File: config.mk
export PLATFORM = sky130hd
export DESIGN_NAME = program_loader
export DESIGN_NICKNAME = d
export VERILOG_FILES = /design/src/rtl/program_loader_pkg.sv /design/src/rtl/program_loader_counter.sv /design/src/rtl/program_loader.sv
export SDC_FILE = /design/constraint.sdc
export NUM_CORES = 1
export LEC_CHECK = 0
export CAP_MARGIN = 0
export CORE_AREA = 2 2 194 196
export CTS_BUF_LIST = sky130_fd_sc_hd__clkbuf_4 sky130_fd_sc_hd__clkbuf_8
export DETAILED_ROUTE_END_ITERATION = 10
export DIE_AREA = 0 0 196 198
export PLACE_DENSITY = 0.62
export SYNTH_ARGS = -nofsm -noshare
export SYNTH_HDL_FRONTEND = slang
export SYNTH_HIERARCHICAL = 1
export SYNTH_SLANG_ARGS = --single-unit
export TNS_END_PERCENT = 5
File: constraint.sdc
create_clock -name clk -period 3.4 [get_ports clk]
set_clock_uncertainty 0.15 [all_clocks]
set_input_delay 0.68 -clock clk [delete_from_list [all_inputs] [get_ports clk]]
set_output_delay 0.68 -clock clk [all_outputs]
set_load 0.01 [all_outputs]
File: src/rtl/program_loader_pkg.sv
// Shared types and constants for the program loader: FSM state encoding and
// the per-memory word sizes used to turn a word index into a byte address.
package program_loader_pkg;

  typedef enum logic [2:0] {
    ST_IDLE      = 3'd0,
    ST_LOAD_IMEM = 3'd1,
    ST_LOAD_DMEM = 3'd2,
    ST_RUN       = 3'd3,
    ST_DUMP_RD   = 3'd4,
    ST_DUMP_CAP  = 3'd5,
    ST_DUMP_OUT  = 3'd6,
    ST_DONE      = 3'd7
  } state_e;

  localparam int IMEM_WORD_BYTES = 4;
  localparam int DMEM_WORD_BYTES = 8;
  localparam int IMEM_ADDR_SHIFT = $clog2(IMEM_WORD_BYTES);
  localparam int DMEM_ADDR_SHIFT = $clog2(DMEM_WORD_BYTES);

  // Byte address of a word index; no wrap, the index is already 64 bits wide.
  function automatic logic [63:0] word_addr(input logic [63:0] idx, input int shift);
    return idx << shift;
  endfunction

endpackage

File: src/rtl/program_loader_counter.sv
// Loadable down-counter with a zero flag. Load wins over decrement and the
// count never goes below zero.
module program_loader_counter #(
  parameter int CNT_W = 32
) (
  input  logic             clk,
  input  logic             arst_n,
  input  logic             load_i,
  input  logic [CNT_W-1:0] load_val_i,
  input  logic             dec_i,
  output logic [CNT_W-1:0] count_o,
  output logic             zero_o
);

  logic [CNT_W-1:0] cnt_q;
  logic [CNT_W-1:0] cnt_d;

  // Next count: load, saturating decrement, or hold.
  always_comb begin
    cnt_d = cnt_q;
    if (load_i) begin
      cnt_d = load_val_i;
    end else if (dec_i && (cnt_q != '0)) begin
      cnt_d = cnt_q - CNT_W'(1);
    end
  end

  // Count register.
  always_ff @(posedge clk or negedge arst_n) begin
    if (!arst_n) begin
      cnt_q <= '0;
    end else begin
      cnt_q <= cnt_d;
    end
  end

  assign count_o = cnt_q;
  assign zero_o  = (cnt_q == '0);

endmodule

File: src/rtl/program_loader.sv
// Host-side sequencer in front of the cpu: streams an imem image and a dmem
// image in through one valid/ready port, runs the cpu for a programmed number
// of cycles, then reads back dmem words and streams them out.
module program_loader
  import program_loader_pkg::*;
#(
  parameter int IMEM_DEPTH = 512,
  parameter int DMEM_DEPTH = 1024,
  parameter int CNT_W      = 32
) (
  input  logic             clk,
  input  logic             arst_n,
  input  logic             start,
  input  logic [CNT_W-1:0] run_cycles,
  input  logic [CNT_W-1:0] dump_words,
  input  logic             s_valid,
  output logic             s_ready,
  input  logic [63:0]      s_data,
  input  logic             s_last,
  output logic             m_valid,
  input  logic             m_ready,
  output logic [63:0]      m_data,
  output logic             m_last,
  output logic             cpu_enable,
  output logic [63:0]      addr_ext,
  output logic             wen_ext,
  output logic             ren_ext,
  output logic [31:0]      wdata_ext,
  output logic [63:0]      addr_ext_2,
  output logic             wen_ext_2,
  output logic             ren_ext_2,
  output logic [63:0]      wdata_ext_2,
  input  logic [63:0]      rdata_ext_2,
  output logic             busy,
  output logic             done,
  output logic             err
);

  state_e           state_q;
  logic [CNT_W-1:0] idx_q;
  logic             err_q;
  logic             s_ready_q;
  logic             m_valid_q;
  logic             m_last_q;
  logic [63:0]      m_data_q;
  logic             cpu_enable_q;
  logic             busy_q;
  logic             done_q;

  logic             start_acc;
  logic             beat;
  logic             imem_beat;
  logic             dmem_beat;
  logic             imem_in_range;
  logic             dmem_in_range;
  logic             dump_clamp;
  logic [CNT_W-1:0] dump_load_val;
  logic [63:0]      idx_ext;
  logic [CNT_W-1:0] run_cnt;
  logic             run_zero;
  logic             run_dec;
  logic [CNT_W-1:0] dump_cnt;
  logic             dump_zero;
  logic             dump_dec;

  // Start is only honoured when no sequence is in flight.
  assign start_acc = start && ((state_q == ST_IDLE) || (state_q == ST_DONE));

  // A request for more words than dmem holds is clamped and flagged.
  assign dump_clamp    = (dump_words > CNT_W'(DMEM_DEPTH));
  assign dump_load_val = dump_clamp ? CNT_W'(DMEM_DEPTH) : dump_words;

  // s_ready is high exactly in the two load states, so it qualifies beats.
  assign beat      = s_valid && s_ready_q;
  assign imem_beat = beat && (state_q == ST_LOAD_IMEM);
  assign dmem_beat = beat && (state_q == ST_LOAD_DMEM);

  // Out-of-range beats are swallowed without touching memory.
  assign imem_in_range = (idx_q < CNT_W'(IMEM_DEPTH));
  assign dmem_in_range = (idx_q < CNT_W'(DMEM_DEPTH));

  assign idx_ext = 64'(idx_q);

  // Instruction memory port: write-only, driven straight from the beat.
  assign wen_ext   = imem_beat && imem_in_range;
  assign addr_ext  = wen_ext ? word_addr(idx_ext, IMEM_ADDR_SHIFT) : 64'd0;
  assign wdata_ext = wen_ext ? s_data[31:0] : 32'd0;
  assign ren_ext   = 1'b0;

  // Data memory port: writes during load, single-cycle reads during dump.
  assign wen_ext_2   = dmem_beat && dmem_in_range;
  assign ren_ext_2   = (state_q == ST_DUMP_RD);
  assign addr_ext_2  = (wen_ext_2 || ren_ext_2) ? word_addr(idx_ext, DMEM_ADDR_SHIFT) : 64'd0;
  assign wdata_ext_2 = wen_ext_2 ? s_data : 64'd0;

  // Counter strobes: one tick per RUN cycle, one per accepted dump word.
  assign run_dec  = (state_q == ST_RUN);
  assign dump_dec = (state_q == ST_DUMP_OUT) && m_ready;

  program_loader_counter #(
    .CNT_W (CNT_W)
  ) u_run_cnt (
    .clk        (clk),
    .arst_n     (arst_n),
    .load_i     (start_acc),
    .load_val_i (run_cycles),
    .dec_i      (run_dec),
    .count_o    (run_cnt),
    .zero_o     (run_zero)
  );

  program_loader_counter #(
    .CNT_W (CNT_W)
  ) u_dump_cnt (
    .clk        (clk),
    .arst_n     (arst_n),
    .load_i     (start_acc),
    .load_val_i (dump_load_val),
    .dec_i      (dump_dec),
    .count_o    (dump_cnt),
    .zero_o     (dump_zero)
  );

  // Sequencer FSM with registered status and stream outputs.
  always_ff @(posedge clk or negedge arst_n) begin
    if (!arst_n) begin
      state_q      <= ST_IDLE;
      idx_q        <= '0;
      err_q        <= 1'b0;
      s_ready_q    <= 1'b0;
      m_valid_q    <= 1'b0;
      m_last_q     <= 1'b0;
      m_data_q     <= 64'd0;
      cpu_enable_q <= 1'b0;
      busy_q       <= 1'b0;
      done_q       <= 1'b0;
    end else begin
      case (state_q)
        ST_IDLE, ST_DONE: begin
          if (start_acc) begin
            state_q   <= ST_LOAD_IMEM;
            idx_q     <= '0;
            err_q     <= dump_clamp;
            s_ready_q <= 1'b1;
            busy_q    <= 1'b1;
            done_q    <= 1'b0;
          end
        end

        ST_LOAD_IMEM: begin
          if (beat) begin
            if (!imem_in_range) begin
              err_q <= 1'b1;
            end
            if (s_last) begin
              idx_q   <= '0;
              state_q <= ST_LOAD_DMEM;
            end else begin
              idx_q <= idx_q + CNT_W'(1);
            end
          end
        end

        ST_LOAD_DMEM: begin
          if (beat) begin
            if (!dmem_in_range) begin
              err_q <= 1'b1;
            end
            if (s_last) begin
              idx_q     <= '0;
              s_ready_q <= 1'b0;
              if (!run_zero) begin
                state_q      <= ST_RUN;
                cpu_enable_q <= 1'b1;
              end else if (!dump_zero) begin
                state_q <= ST_DUMP_RD;
              end else begin
                state_q <= ST_DONE;
                busy_q  <= 1'b0;
                done_q  <= 1'b1;
              end
            end else begin
              idx_q <= idx_q + CNT_W'(1);
            end
          end
        end

        // The run counter hits zero on the last enabled cycle.
        ST_RUN: begin
          if (run_cnt == CNT_W'(1)) begin
            cpu_enable_q <= 1'b0;
            idx_q        <= '0;
            if (dump_zero) begin
              state_q <= ST_DONE;
              busy_q  <= 1'b0;
              done_q  <= 1'b1;
            end else begin
              state_q <= ST_DUMP_RD;
            end
          end
        end

        ST_DUMP_RD: begin
          state_q <= ST_DUMP_CAP;
        end

        // Read data arrives one cycle after the read strobe.
        ST_DUMP_CAP: begin
          m_data_q  <= rdata_ext_2;
          m_valid_q <= 1'b1;
          m_last_q  <= (dump_cnt == CNT_W'(1));
          state_q   <= ST_DUMP_OUT;
        end

        ST_DUMP_OUT: begin
          if (m_ready) begin
            m_valid_q <= 1'b0;
            m_last_q  <= 1'b0;
            idx_q     <= idx_q + CNT_W'(1);
            if (m_last_q) begin
              state_q <= ST_DONE;
              busy_q  <= 1'b0;
              done_q  <= 1'b1;
            end else begin
              state_q <= ST_DUMP_RD;
            end
          end
        end

        default: begin
          state_q <= ST_IDLE;
        end
      endcase
    end
  end

  assign s_ready    = s_ready_q;
  assign m_valid    = m_valid_q;
  assign m_last     = m_last_q;
  assign m_data     = m_data_q;
  assign cpu_enable = cpu_enable_q;
  assign busy       = busy_q;
  assign done       = done_q;
  assign err        = err_q;

endmodule

==> impl_results.md, run 1 <==
* Max clock buf depth at 2
* Antenna viol nets, final at 0
* TritonCTS clock tree: built
* Row count at 71
* Tmin final at approximately 3.3 ns
* Slew of the pin with the lowest slew margin at 0.884 ns
* Antenna violations before repair at 2
* Synth Instances at between 1,000 and 1,500
* Final core utilization at 43.0%
* Number of distinct library cells after synthesis at 80
* Post-DP HPWL at 33,200 um
* Die Span X at 196 um
* CTS Sinks at 170
* Die area at 38,800 sq um
* Slew HR at 39.6%
* Outcome: complete, no violations
* Fin crit share at 97.9%
* Hold Worst Slack at 0.0494 ns
* RePlAce Congestion at 0.938
* Max VDD drop at 0.459 mV
* CP Capture Type: output pin
* Vias per inst at 5.09
* WL final at 42,500 um
* Critical path class: register to output pin
* Startpoint class of the critical path: register
* Hold WC Path Type: primary input to async pin
* Achievable Freq at 300 MHz
* Synth-to-Final Area Change at 42.6%
* Top post-synthesis cells by count: 170 x dfrtp_1, 121 x and2_1, 90 x buf_4
* Max cap viols at 0
* Required time of the critical path at roughly 2.6 ns
* Area contributors post-synth: dfrtp_1 38%, and2_1 6.8%, mux2_2 6.8%
* CTS Buf Count at 17
* Dominant cell type by area after synthesis: dfrtp_1
* Grt total ovfl at 0
* Synth Cell Area at 11,100 sq um
* Crit-path max FO at 6
* DRC errors left at 0
* FFs w/ async S/R, synth at 100%
* Number of global-route vias before repair at 10,296
* Port Buf Inserts at 408
* Starting Density at between 30% and 40%
* Worst EP arrival at 2.50 ns
* Htree depth at 4
* TritonRoute pass-1 iters at 6
* First-pass GRT wire length at 62,500 um
* Power Total at 10.5 mW
* Worst-skew pair later-pin latency at 0.49 ns
* Worst-path clk slew at 0.10 ns
* Drt wl/cell at 19.5 um
* Synth Flop Type: dfrtp_1
* Sequential-to-total area share from yosys stat at 38.2%
* Final setup viols at 0
* Leakage at 6.61 nW
* Setup TNS at 0 ns
* GRT Overall Usage at 21.0%
* Post-synth EDFFs at 0
* Share of cells above drive strength 1 at 19.4%
* Nets at 1,886
* Io pins at 497
* Post-Syn Area per Cell at 8.93 sq um
* Core box area at 37,000 sq um
* Synth warn at 6
* Most frequent cell after synthesis: dfrtp_1
* Pins Over Slew Limit at 0
* Initial DRC count at between 800 and 900
* Post-synth top area share at 38.2%
* Root Driver: clkbuf_8
* RSZ-0062 raised after global routing: yes
* Power Density at around 660 nW/um^2
* Detailed-route via count at 11,056
* Largest net degree at the start of global routing at 68
* Yosys reg bits at 170
* Final Hold Vio Count at 0
* DIE HEIGHT at 198 um
==> state kept, by name (all words and copies together) (netlist names) <==
name                flops
done                    1
err                     1
m_last                  1
idx_q                  32
m_data                 64
state_q                 3
busy                    1
u_run_cnt/count_o      32
m_valid                 1
u_dump_cnt/count_o     32
s_ready                 1
cpu_enable              1
==> layout by cell type, fill, tap and decap left out, types with 40 or more instances in the layout <==
master           instances
buf_4                   54
a31oi_1                 59
conb_1                 109
nand3_1                 40
mux2_2                  67
buf_2                   53
dfrtp_1                170
o21ai_0                 42
clkdlybuf4s50_1        267
clkbuf_2                52
nor2_1                  76
nand2_1                 85
and2_1                 117
==> through the flow <==
step	area (sq um)	worst slack (ns)	std cells
after floorplan	11600	0.489	1356
after global placement	15800	-0.279	2132
after detailed placement	15800	-0.370	2132
after CTS	16100	-0.0427	2172
after global routing	15900	-0.0532	2172
final	15900	0.0705	2173
==> layer usage <==
| layer | routed length (um) | track usage, % |
|---|---|---|
| met4 | 1030 | 5.81 |
| met3 | 2790 | 3.90 |
| met1 | 17400 | 26.5 |
| met5 | 0 | 0 |
| met2 | 21300 | 36.7 |
==> power by group <==
part,internal (mW),leakage [nW],total [mW],switching (mW)
Combinational,2.61,4.34,5.28,2.66
Sequential,2.84,2.06,3.67,0.822
Clock,0.723,0.210,1.55,0.831
Total,6.18,6.61,10.5,4.32
==> cells by family (layout without fill, tap and decap cells) <==
logic type	count (synthesis)	in the layout	synth area share [%]
adder cells (fa/ha/maj)	3	3	0.337
flip-flops	170	170	38.2
AO/OA/AOI/OAI	226	226	14.1
XOR/XNOR	15	15	1.18
buffers and inverters	193	535	10.0
multiplexers	71	71	7.13
AND/OR/NAND/NOR	569	569	29.0
other	1	110	0.0336
==> layout make-up <==
cell class | count | area (sq um)
fillers | 3672 | 21100
repair buffers | 476 | 4240
flip-flops and latches | 170 | 4250
multi-input cells | 993 | 6290
clock buffers | 21 | 277
inverters | 27 | 101
diodes | 1 | 2.50
clock inverters | 11 | 136
well taps | 474 | 593
==> worst max-delay path: stages (launching register included) <==
cell             delay [ns]
dfrtp_1                0.41
nor4_4                 0.34
nand4_1                0.19
nor2_2                 0.18
and3_4                 0.23
buf_12                 0.15
buf_4                  0.13
and2_1                 0.13
clkdlybuf4s15_1        0.25
==> path summary, 6_finish.rpt <==
kind | slack, ns | cells after the start | from | endpoint
worst max-delay path | 0.07 | 8 | idx_q[22] | wdata_ext[24]
worst min-delay path | 0.05 | 1 | arst_n | u_run_cnt/count_o[29]
worst max register to register | 0.48 | 10 | state_q[1] | u_dump_cnt/count_o[16]
worst min register to register | 0.34 | 2 | m_valid | m_valid
max in group asynchronous | 2.25 | 2 | arst_n | m_data[44]
min in group clk | 0.34 | 2 | m_valid | m_valid
==> what timing repair did <==
action                     CTS  global route
setup endpoints to repair  139           136
resized for setup          340           131
setup buffers                5             0
cloned                       3             0
hold buffers                 0             0
pin swaps                    5             5
Power figures use the tool's default switching activity.
==> run 2, diff against run 1 <==
--- a/config.mk
+++ b/config.mk
@@ -6,11 +6,11 @@
 export NUM_CORES = 1
 export LEC_CHECK = 0
 export CAP_MARGIN = 0
-export CORE_AREA = 2 2 194 196
+export CORE_AREA = 2 2 191 193
 export CTS_BUF_LIST = sky130_fd_sc_hd__clkbuf_4 sky130_fd_sc_hd__clkbuf_8
 export DETAILED_ROUTE_END_ITERATION = 10
-export DIE_AREA = 0 0 196 198
-export PLACE_DENSITY = 0.62
+export DIE_AREA = 0 0 193 195
+export PLACE_DENSITY = 0.66
 export SYNTH_ARGS = -nofsm -noshare
 export SYNTH_HDL_FRONTEND = slang
 export SYNTH_HIERARCHICAL = 1
==> constraint.sdc (replaced) <==
create_clock -name clk -period 3 [get_ports clk]
set_clock_uncertainty 0.15 [all_clocks]
set_input_delay 0.6 -clock clk [delete_from_list [all_inputs] [get_ports clk]]
set_output_delay 0.6 -clock clk [all_outputs]
set_load 0.01 [all_outputs]
==> run 2 against run 1 <==
The run now ends with setup timing left. Critical path depth grew 1. First-iteration DRC count grew 15%. Sequential share of layout area fell by 0.41 points. Total power grew 16%. Critical path type unchanged.
==> impl_results.md, run 2 (synthesis gave the netlist of run 1 again) <==
* Htree depth at 4 (unchanged)
* Detailed-route via count at 11,277 (was 11,056)
* Worst R2R Start: u_run_cnt/count_o[28] (was state_q[1])
* Vias per inst at 5.14 (was 5.09)
* Io pins at 497 (unchanged)
* Critical path class: register to output pin (unchanged)
* Hold WC Path Type: register to register (was primary input to async pin)
* Row count at 69 (was 71)
* Flip-flop and latch area at 4250 sq um (unchanged)
* Max clock buf depth at 2 (unchanged)
* Reg2reg end: done (was u_dump_cnt/count_o[16])
* Hold-critical path depth at 1
* CTS Buf Count at 17 (unchanged)
* Grt total ovfl at 0 (unchanged)
* Initial DRC count at 994 (was 867)
* Post-DP HPWL at 35,900 um (was 33,200 um)
* Max FFs per register at 64 (unchanged)
* Failing checks: setup timing
* WL final at 45,500 um (was 42,500 um)
* Final Hold Vio Count at 0 (unchanged)
* Hold Worst Slack at 0.358 ns (was 0.0494 ns)
* DIE HEIGHT at 195 um (was 198 um)
* GRT Overall Usage at 23.4% (was 21.0%)
* Critical path cell sequence: nor4_2 > buf_4 > nand4_1 > buf_4 > nor3_4 > buf_12 > clkbuf_16 > and2_1 > buf_2 (was nor4_4 > nand4_1 > nor2_2 > and3_4 > buf_12 > buf_4 > and2_1 > clkdlybuf4s15_1)
* Layout fillers at 3,439 (was 3,672)
* CTS Sinks at 170 (unchanged)
* Worst-path clk slew at 0.11 ns (was 0.10 ns)
* Antenna viol nets, final at 0 (unchanged)
* Nets at 1,920 (was 1,886)
* Fin crit share at 107%
* Max VDD drop at 0.535 mV (was 0.459 mV)
* Outcome: finished with violations (was complete, no violations)
* Cell family with most CP delay: buffers and inverters (was simple AND/OR/NAND/NOR gates)
* Largest net degree at the start of global routing at 74 (was 68)
* Hold Path Sink: m_data[49]
* Core box area at 35,400 sq um (was 37,000 sq um)
* Flop pwr share at 34.2% (was 34.9%)
* Int Power at 7.16 mW (was 6.18 mW)
* Number of global-route vias before repair at 10,691 (was 10,296)
* TritonRoute pass-1 iters at 6 (unchanged)
* Pins Over Slew Limit at 0 (unchanged)
* TritonCTS clock tree: built (unchanged)
* PnR worst setup slack at -0.219 ns (was 0.0705 ns)
* Power Density at 756 nW/um^2 (was 660 nW/um^2)
* Starting Density at 31.5% (was 30.2%)
* Worst EP arrival at 2.47 ns (was 2.50 ns)
* Most frequent cells in the layout: 268 x clkdlybuf4s50_1, 170 x dfrtp_1, 109 x conb_1, 109 x buf_2, 103 x and2_1 (was 267 x clkdlybuf4s50_1, 170 x dfrtp_1, 117 x and2_1)
* Tmin final at 3.22 ns
* Worst-skew pair later-pin latency at 0.49 ns (about the same)
* Required time of the critical path at 2.25 ns (was 2.57 ns)
* Share of cells above drive strength 1 at 22.8% (was 19.4%)
* Multi-input logic area at 6310 sq um (was 6290 sq um)
* Die area at 37,600 sq um (was 38,800 sq um)
* CP Capture Type: output pin (unchanged)
* Slew of the pin with the lowest slew margin at 0.600 ns (was 0.884 ns)
* Final setup viols at 139 (was 0)
* Die Span X at 193 um (was 196 um)
* Switch share at 41.3% (was 41.1%)
* Slew HR at 59.7% (was 39.6%)
* DRC errors left at 0 (unchanged)
* Synth-to-Final Area Change at 44.8% (was 42.6%)
* Post-place setup slack at -0.735 ns (was -0.370 ns)
* Drt wl/cell at 20.7 um (was 19.5 um)
* Gate power share at 51.1% (was 50.3%)
* Leakage at 6.81 nW (was 6.61 nW)
* Port Buf Inserts at 408 (unchanged)
* Power share of the clock group at 14.7% (was 14.8%)
* Antenna violations before repair at 3 (was 2)
* Max cap viols at 0 (unchanged)
* R2R cell count at 8 (was 10)
* Crit-path max FO at 11 (was 6)
* R2R Setup Slk at 0.19 ns (was 0.48 ns)
* CP most frequent cell: buf_4
* Root Driver: clkbuf_8 (unchanged)
* Worst path max stage delay at 0.42 ns (was 0.41 ns)
* Achievable Freq at 311 MHz
* First-pass GRT wire length at 66,700 um (was 62,500 um)
* Crit path buf inv count at 5 (was 3)
* RePlAce Congestion at 0.982 (was 0.938)
* Cell at the slowest stage of the critical path: dfrtp_1 (unchanged)
* Startpoint class of the critical path: register (unchanged)
* Hold path start: m_data[49]
* Commonest non-fill, non-tap cell in the layout: clkdlybuf4s50_1 (unchanged)
* Sw power at 5.05 mW (was 4.32 mW)
* RSZ-0062 raised after global routing: yes (unchanged)
run 2: metrics by stage:
| stage | total power, mW | instances | utilization [%] | TNS [ns] | instance area [sq um] |
|---|---|---|---|---|---|
| 2_1_floorplan | 7.48 | 1356 | - | 0 | 11600 |
| 3_3_place_gp | 10.2 | 2150 | 45.2 | -60.74 | 16000 |
| 3_5_place_dp | 10.4 | 2150 | 45.2 | -72.61 | 16000 |
| 4_1_cts | 12.2 | 2189 | 45.2 | -25.42 | 16000 |
| 5_1_grt | 13.0 | 2193 | 45.6 | -42.26 | 16100 |
| 6_report | 12.2 | 2193 | 45.6 | -23.19 | 16100 |
run 2: area by class of cell:
cell class                      instances  area share, %
Timing Repair Buffer                  508           27.7
Tap cell                              461           3.57
Multi-Input combinational cell        995           39.1
Sequential cell                       170           26.4
Antenna cell                            1         0.0155
Clock buffer                           21           1.79
Clock inverter                         10          0.814
Inverter                               27          0.628
run 2: worst max path at each step:
stage               from  cells past startpoint         endpoint
4_1_cts        idx_q[29]                      9  wdata_ext_2[59]
3_3_place_gp     s_valid                      7  wdata_ext_2[11]
5_1_grt        idx_q[31]                      9  wdata_ext_2[44]
6_report       idx_q[31]                      9  wdata_ext_2[50]
2_1_floorplan    s_valid                      6  wdata_ext_2[10]
3_5_place_dp     s_valid                      7  wdata_ext_2[11]
run 2: worst reg2reg max path, stage by stage, from the launching register on:
cell and delay [ns]:
dfrtp_1 0.46, or4_4 0.60, nor4_4 0.31, and3_1 0.34
nand2_1 0.08, a21boi_0 0.18, o21bai_1 0.08, a211oi_1 0.32
o221a_2 0.25
run 2: layer usage:
layer	up-vias	wire length, um	GRT usage (%)
li1	5292	-	-
met1	5445	18700	30.4
met2	487	21400	37.8
met3	53	3410	5.25
met4	0	1950	9.20
met5	-	0	0
run 2: repair_timing:
item	in CTS	in global routing
hold buffers	1	0
resized for setup	591	40
endpoints found under the hold margin	40	0
cloned	3	2
setup endpoints to repair	139	139
pin swaps	12	10
buffers inserted	4	2
run 2: power by group through the flow:
stage	Combinational [mW]	Clock [mW]	Sequential (mW)
floorplan	3.29	0	4.18
global placement	6.07	0	4.14
detailed placement	6.18	0	4.18
CTS	6.20	1.85	4.15
global route	6.74	1.92	4.31
finish	6.24	1.80	4.17
==> run 3, diff against run 2 <==
--- a/config.mk
+++ b/config.mk
@@ -5,12 +5,15 @@
 export SDC_FILE = /design/constraint.sdc
 export NUM_CORES = 1
 export LEC_CHECK = 0
+export ABC_AREA = 1
 export CAP_MARGIN = 0
-export CORE_AREA = 2 2 191 193
+export CORE_ASPECT_RATIO = 0.6
+export CORE_MARGIN = 1.5
+export CORE_UTILIZATION = 42
 export CTS_BUF_LIST = sky130_fd_sc_hd__clkbuf_4 sky130_fd_sc_hd__clkbuf_8
 export DETAILED_ROUTE_END_ITERATION = 10
-export DIE_AREA = 0 0 193 195
-export PLACE_DENSITY = 0.66
+export PLACE_DENSITY = 0.81
+export SKIP_LAST_GASP = 1
 export SYNTH_ARGS = -nofsm -noshare
 export SYNTH_HDL_FRONTEND = slang
 export SYNTH_HIERARCHICAL = 1
==> run 3 against run 2 <==
The flow still finishes with violations (setup timing). Utilization up 14 points. Count of clock-buffer cells in the layout down 4. Critical endpoint is now wdata_ext_2[1]. Critical path type unchanged. Final area up 11%.
==> impl_results.md, run 3 <==
* Outcome: finished with violations (unchanged)
* Failing checks: setup timing (unchanged)
* Synth Instances at 2,089 (was 1,248)
* Critical path class: register to output pin (unchanged)
* Commonest non-fill, non-tap cell in the layout: nand2_1 (was clkdlybuf4s50_1)
* FFs w/ async S/R, synth at 100% (unchanged)
* Drt wl/cell at 16.3 um (was 20.7 um)
* Dominant cell type by area after synthesis: dfrtp_1 (unchanged)
* Hold WC Path Type: register to register (unchanged)
* Final setup viols at 138 (was 139)
* Inserted Diodes at 0 (was 1)
* Post-place setup slack at -0.332 ns (was -0.735 ns)
* CTS Buf Count at 17 (unchanged)
* TritonRoute pass-1 iters at 6 (unchanged)
* Most frequent cells in the layout: 753 x nand2_1, 316 x nor2_1, 268 x clkdlybuf4s50_1 (was 268 x clkdlybuf4s50_1, 170 x dfrtp_1, 109 x conb_1, 109 x buf_2, 103 x and2_1)
* Htree depth at 4 (unchanged)
* Reg2reg end: busy (was done)
* Nets at 2,769 (was 1,920)
* Flip-flop and latch area at 4250 sq um (unchanged)
* Power share of the clock group at 12.6% (was 14.7%)
* Max VDD drop at 0.539 mV (was 0.535 mV)
* Row count at 49 (was 69)
* Pins Over Slew Limit at 0 (unchanged)
* Gate power share at 57.7% (was 51.1%)
* Top post-synthesis cells by count: 753 x nand2_1, 344 x nor2_1, 240 x inv_1 (was 170 x dfrtp_1, 121 x and2_1, 90 x buf_4)
* Leakage at 9.35 nW (was 6.81 nW)
* Sequential-to-total area share from yosys stat at 32.8% (was 38.2%)
* Synth Cell Area at 13,000 sq um (was 11,100 sq um)
* GRT Overall Usage at 30.1% (was 23.4%)
* Layout fillers at 2,903 (was 3,439)
* Root Driver: clkbuf_8 (unchanged)
* Grt total ovfl at 0 (unchanged)
* Largest net degree at the start of global routing at 65 (was 74)
* Startpoint class of the critical path: register (unchanged)
* DIE HEIGHT at 139 um (was 195 um)
* Post-synth top area share at 32.8% (was 38.2%)
* Starting Density at 43.1% (was 31.5%)
* WL final at 48,800 um (was 45,500 um)
* Multi-input logic area at 7220 sq um (was 6310 sq um)
* Hold-critical path depth at 2 (was 1)
* Max cap viols at 0 (unchanged)
* Worst-skew pair later-pin latency at 0.51 ns (was 0.49 ns)
* Die area at 32,000 sq um (was 37,600 sq um)
* Worst EP arrival at 2.40 ns (was 2.47 ns)
* Yosys reg bits at 170 (unchanged)
* Worst R2R Start: u_dump_cnt/count_o[0] (was u_run_cnt/count_o[28])
* Post-DP HPWL at 39,300 um (was 35,900 um)
* Initial DRC count at 1,322 (was 994)
* Crit-path max FO at 43 (was 11)
* Port Buf Inserts at 408 (unchanged)
* CP Capture Type: output pin (unchanged)
* Setup crit start: idx_q[19] (was idx_q[31])
* CTS Sinks at 170 (unchanged)
* Area contributors post-synth: dfrtp_1 33%, nand2_1 22%, nor2_1 9.9% (was dfrtp_1 38%, and2_1 6.8%, mux2_2 6.8%)
* Number of global-route vias before repair at 13,734 (was 10,691)
* Post-Syn Area per Cell at 6.22 sq um (was 8.93 sq um)
* Hold Path Sink: m_data[63] (was m_data[49])
* Synth warn at 6 (unchanged)
* Required time of the critical path at 2.25 ns (about the same)
* RSZ-0062 raised after global routing: yes (unchanged)
* Max clock buf depth at 2 (unchanged)
* Flop pwr share at 29.7% (was 34.2%)
* Final Hold Vio Count at 0 (unchanged)
* Detailed-route via count at 14,855 (was 11,277)
* Worst-path clk slew at 0.10 ns (was 0.11 ns)
* Sw power at 6.95 mW (was 5.05 mW)
* Tmin final at 3.15 ns (was 3.22 ns)
* Setup TNS at -11.74 ns (was -23.19 ns)
* First-pass GRT wire length at 75,800 um (was 66,700 um)
* Antenna viol nets, final at 0 (unchanged)
* Share of cells above drive strength 1 at 12.9% (was 22.8%)
* Synth Flop Type: dfrtp_1 (unchanged)
* Hold path start: m_data[63] (was m_data[49])
* Number of distinct library cells after synthesis at 44 (was 80)
* Slew HR at 54.6% (was 59.7%)
* Die Span X at 230 um (was 193 um)
* Post-synth EDFFs at 0 (unchanged)
* Io pins at 497 (unchanged)
* R2R cell count at 13 (was 8)
* Synth-to-Final Area Change at 38.5% (was 44.8%)
* Achievable Freq at 318 MHz (was 311 MHz)
* Antenna violations before repair at 0 (was 3)
* R2R Setup Slk at 0.35 ns (was 0.19 ns)
* Fin crit share at 105% (was 107%)
* PnR worst setup slack at -0.147 ns (was -0.219 ns)
* DRC errors left at 0 (unchanged)
* RePlAce Congestion at 0.999 (was 0.982)
* Core box area at 30,200 sq um (was 35,400 sq um)
* Slew of the pin with the lowest slew margin at 0.681 ns (was 0.600 ns)
* Switch share at 49.6% (was 41.3%)
* Int Power at 7.06 mW (was 7.16 mW)
* Vias per inst at 4.97 (was 5.14)
* Power Density at 779 nW/um^2 (was 756 nW/um^2)
* Most frequent cell after synthesis: nand2_1 (was dfrtp_1)
* TritonCTS clock tree: built (unchanged)
* Max FFs per register at 64 (unchanged)
==> run 3: logic make-up (layout without fill, tap and decap cells) <==
family | count (synthesis) | count (layout) | share of synthesized area (%)
AO/OA/AOI/OAI | 91 | 91 | 4.14
XOR/XNOR | 17 | 17 | 1.15
adder cells (fa/ha/maj) | 3 | 3 | 0.289
buffers and inverters | 402 | 786 | 15.7
flip-flops | 170 | 170 | 32.8
other | 1 | 109 | 0.0289
AND/OR/NAND/NOR | 1405 | 1405 | 46.0
==> run 3: layer usage <==
layer | vias to the layer above | global-route usage [%] | share of wire [%]
li1 | 7170 | - | -
met4 | 0 | 8.84 | 2.3
met1 | 6887 | 43.3 | 44
met3 | 84 | 7.13 | 10
met5 | - | 0 | 0
met2 | 714 | 44.5 | 43
==> run 3: stage by stage <==
step | cell area (sq um) | util (%) | instances | total power [mW] | hold slack, ns
after floorplan | 13400 | - | 2197 | 9.10 | 0.154
after global placement | 17600 | 58.5 | 2943 | 11.9 | 0.303
after detailed placement | 17600 | 58.5 | 2943 | 12.1 | 0.308
after CTS | 17900 | 59.4 | 2983 | 13.9 | 0.334
after global routing | 18000 | 59.6 | 2989 | 15.1 | 0.345
final | 18000 | 59.6 | 2989 | 14.0 | 0.329
==> run 3: power groups by stage <==
stage,clock network [mW],registers (mW),logic (mW)
final,1.77,4.16,8.09
after global placement,0,4.11,7.75
after global routing,1.88,4.28,8.95
after detailed placement,0,4.15,7.95
after CTS,1.81,4.13,7.95
after floorplan,0,4.12,4.98
==> run 3: worst max-delay path by stage <==
stage                       to  slack (ns)  cells after the start
2_1_floorplan  wdata_ext_2[10]        0.64                      8
3_3_place_gp   wdata_ext_2[23]       -0.28                      7
3_5_place_dp   wdata_ext_2[23]       -0.33                      7
4_1_cts         addr_ext_2[32]       -0.16                     12
5_1_grt         wdata_ext_2[0]       -0.25                     10
6_report        wdata_ext_2[1]       -0.15                     10
==> run 3: critical path, cell delays in order, from the launching register on <==
cell and delay, ns:
dfrtp_1 0.39, inv_1 0.07, nand4_1 0.10, nor2_1 0.11, buf_4 0.14, nand4_1 0.19, nor2_2 0.19, inv_2 0.10
buf_12 0.19, nor2_1 0.13, clkdlybuf4s15_1 0.26
==> run 3: what timing repair did <==
item | 4_1_cts | 5_1_grt
gates cloned | 0 | 2
endpoints found under the setup margin | 139 | 140
pin swaps | 5 | 3
buffers inserted | 7 | 5
hold buffers | 1 | 0
endpoints found under the hold margin | 30 | 0
resized for setup | 378 | 23
==> run 3: layout make-up <==
cell class                      count  share of cell area [%]
Clock buffer                       17                    1.30
Clock inverter                     15                   0.953
Sequential cell                   170                    23.7
Multi-Input combinational cell   1625                    40.1
Tap cell                          408                    2.84
Inverter                          247                    5.18
Timing Repair Buffer              507                    26.0
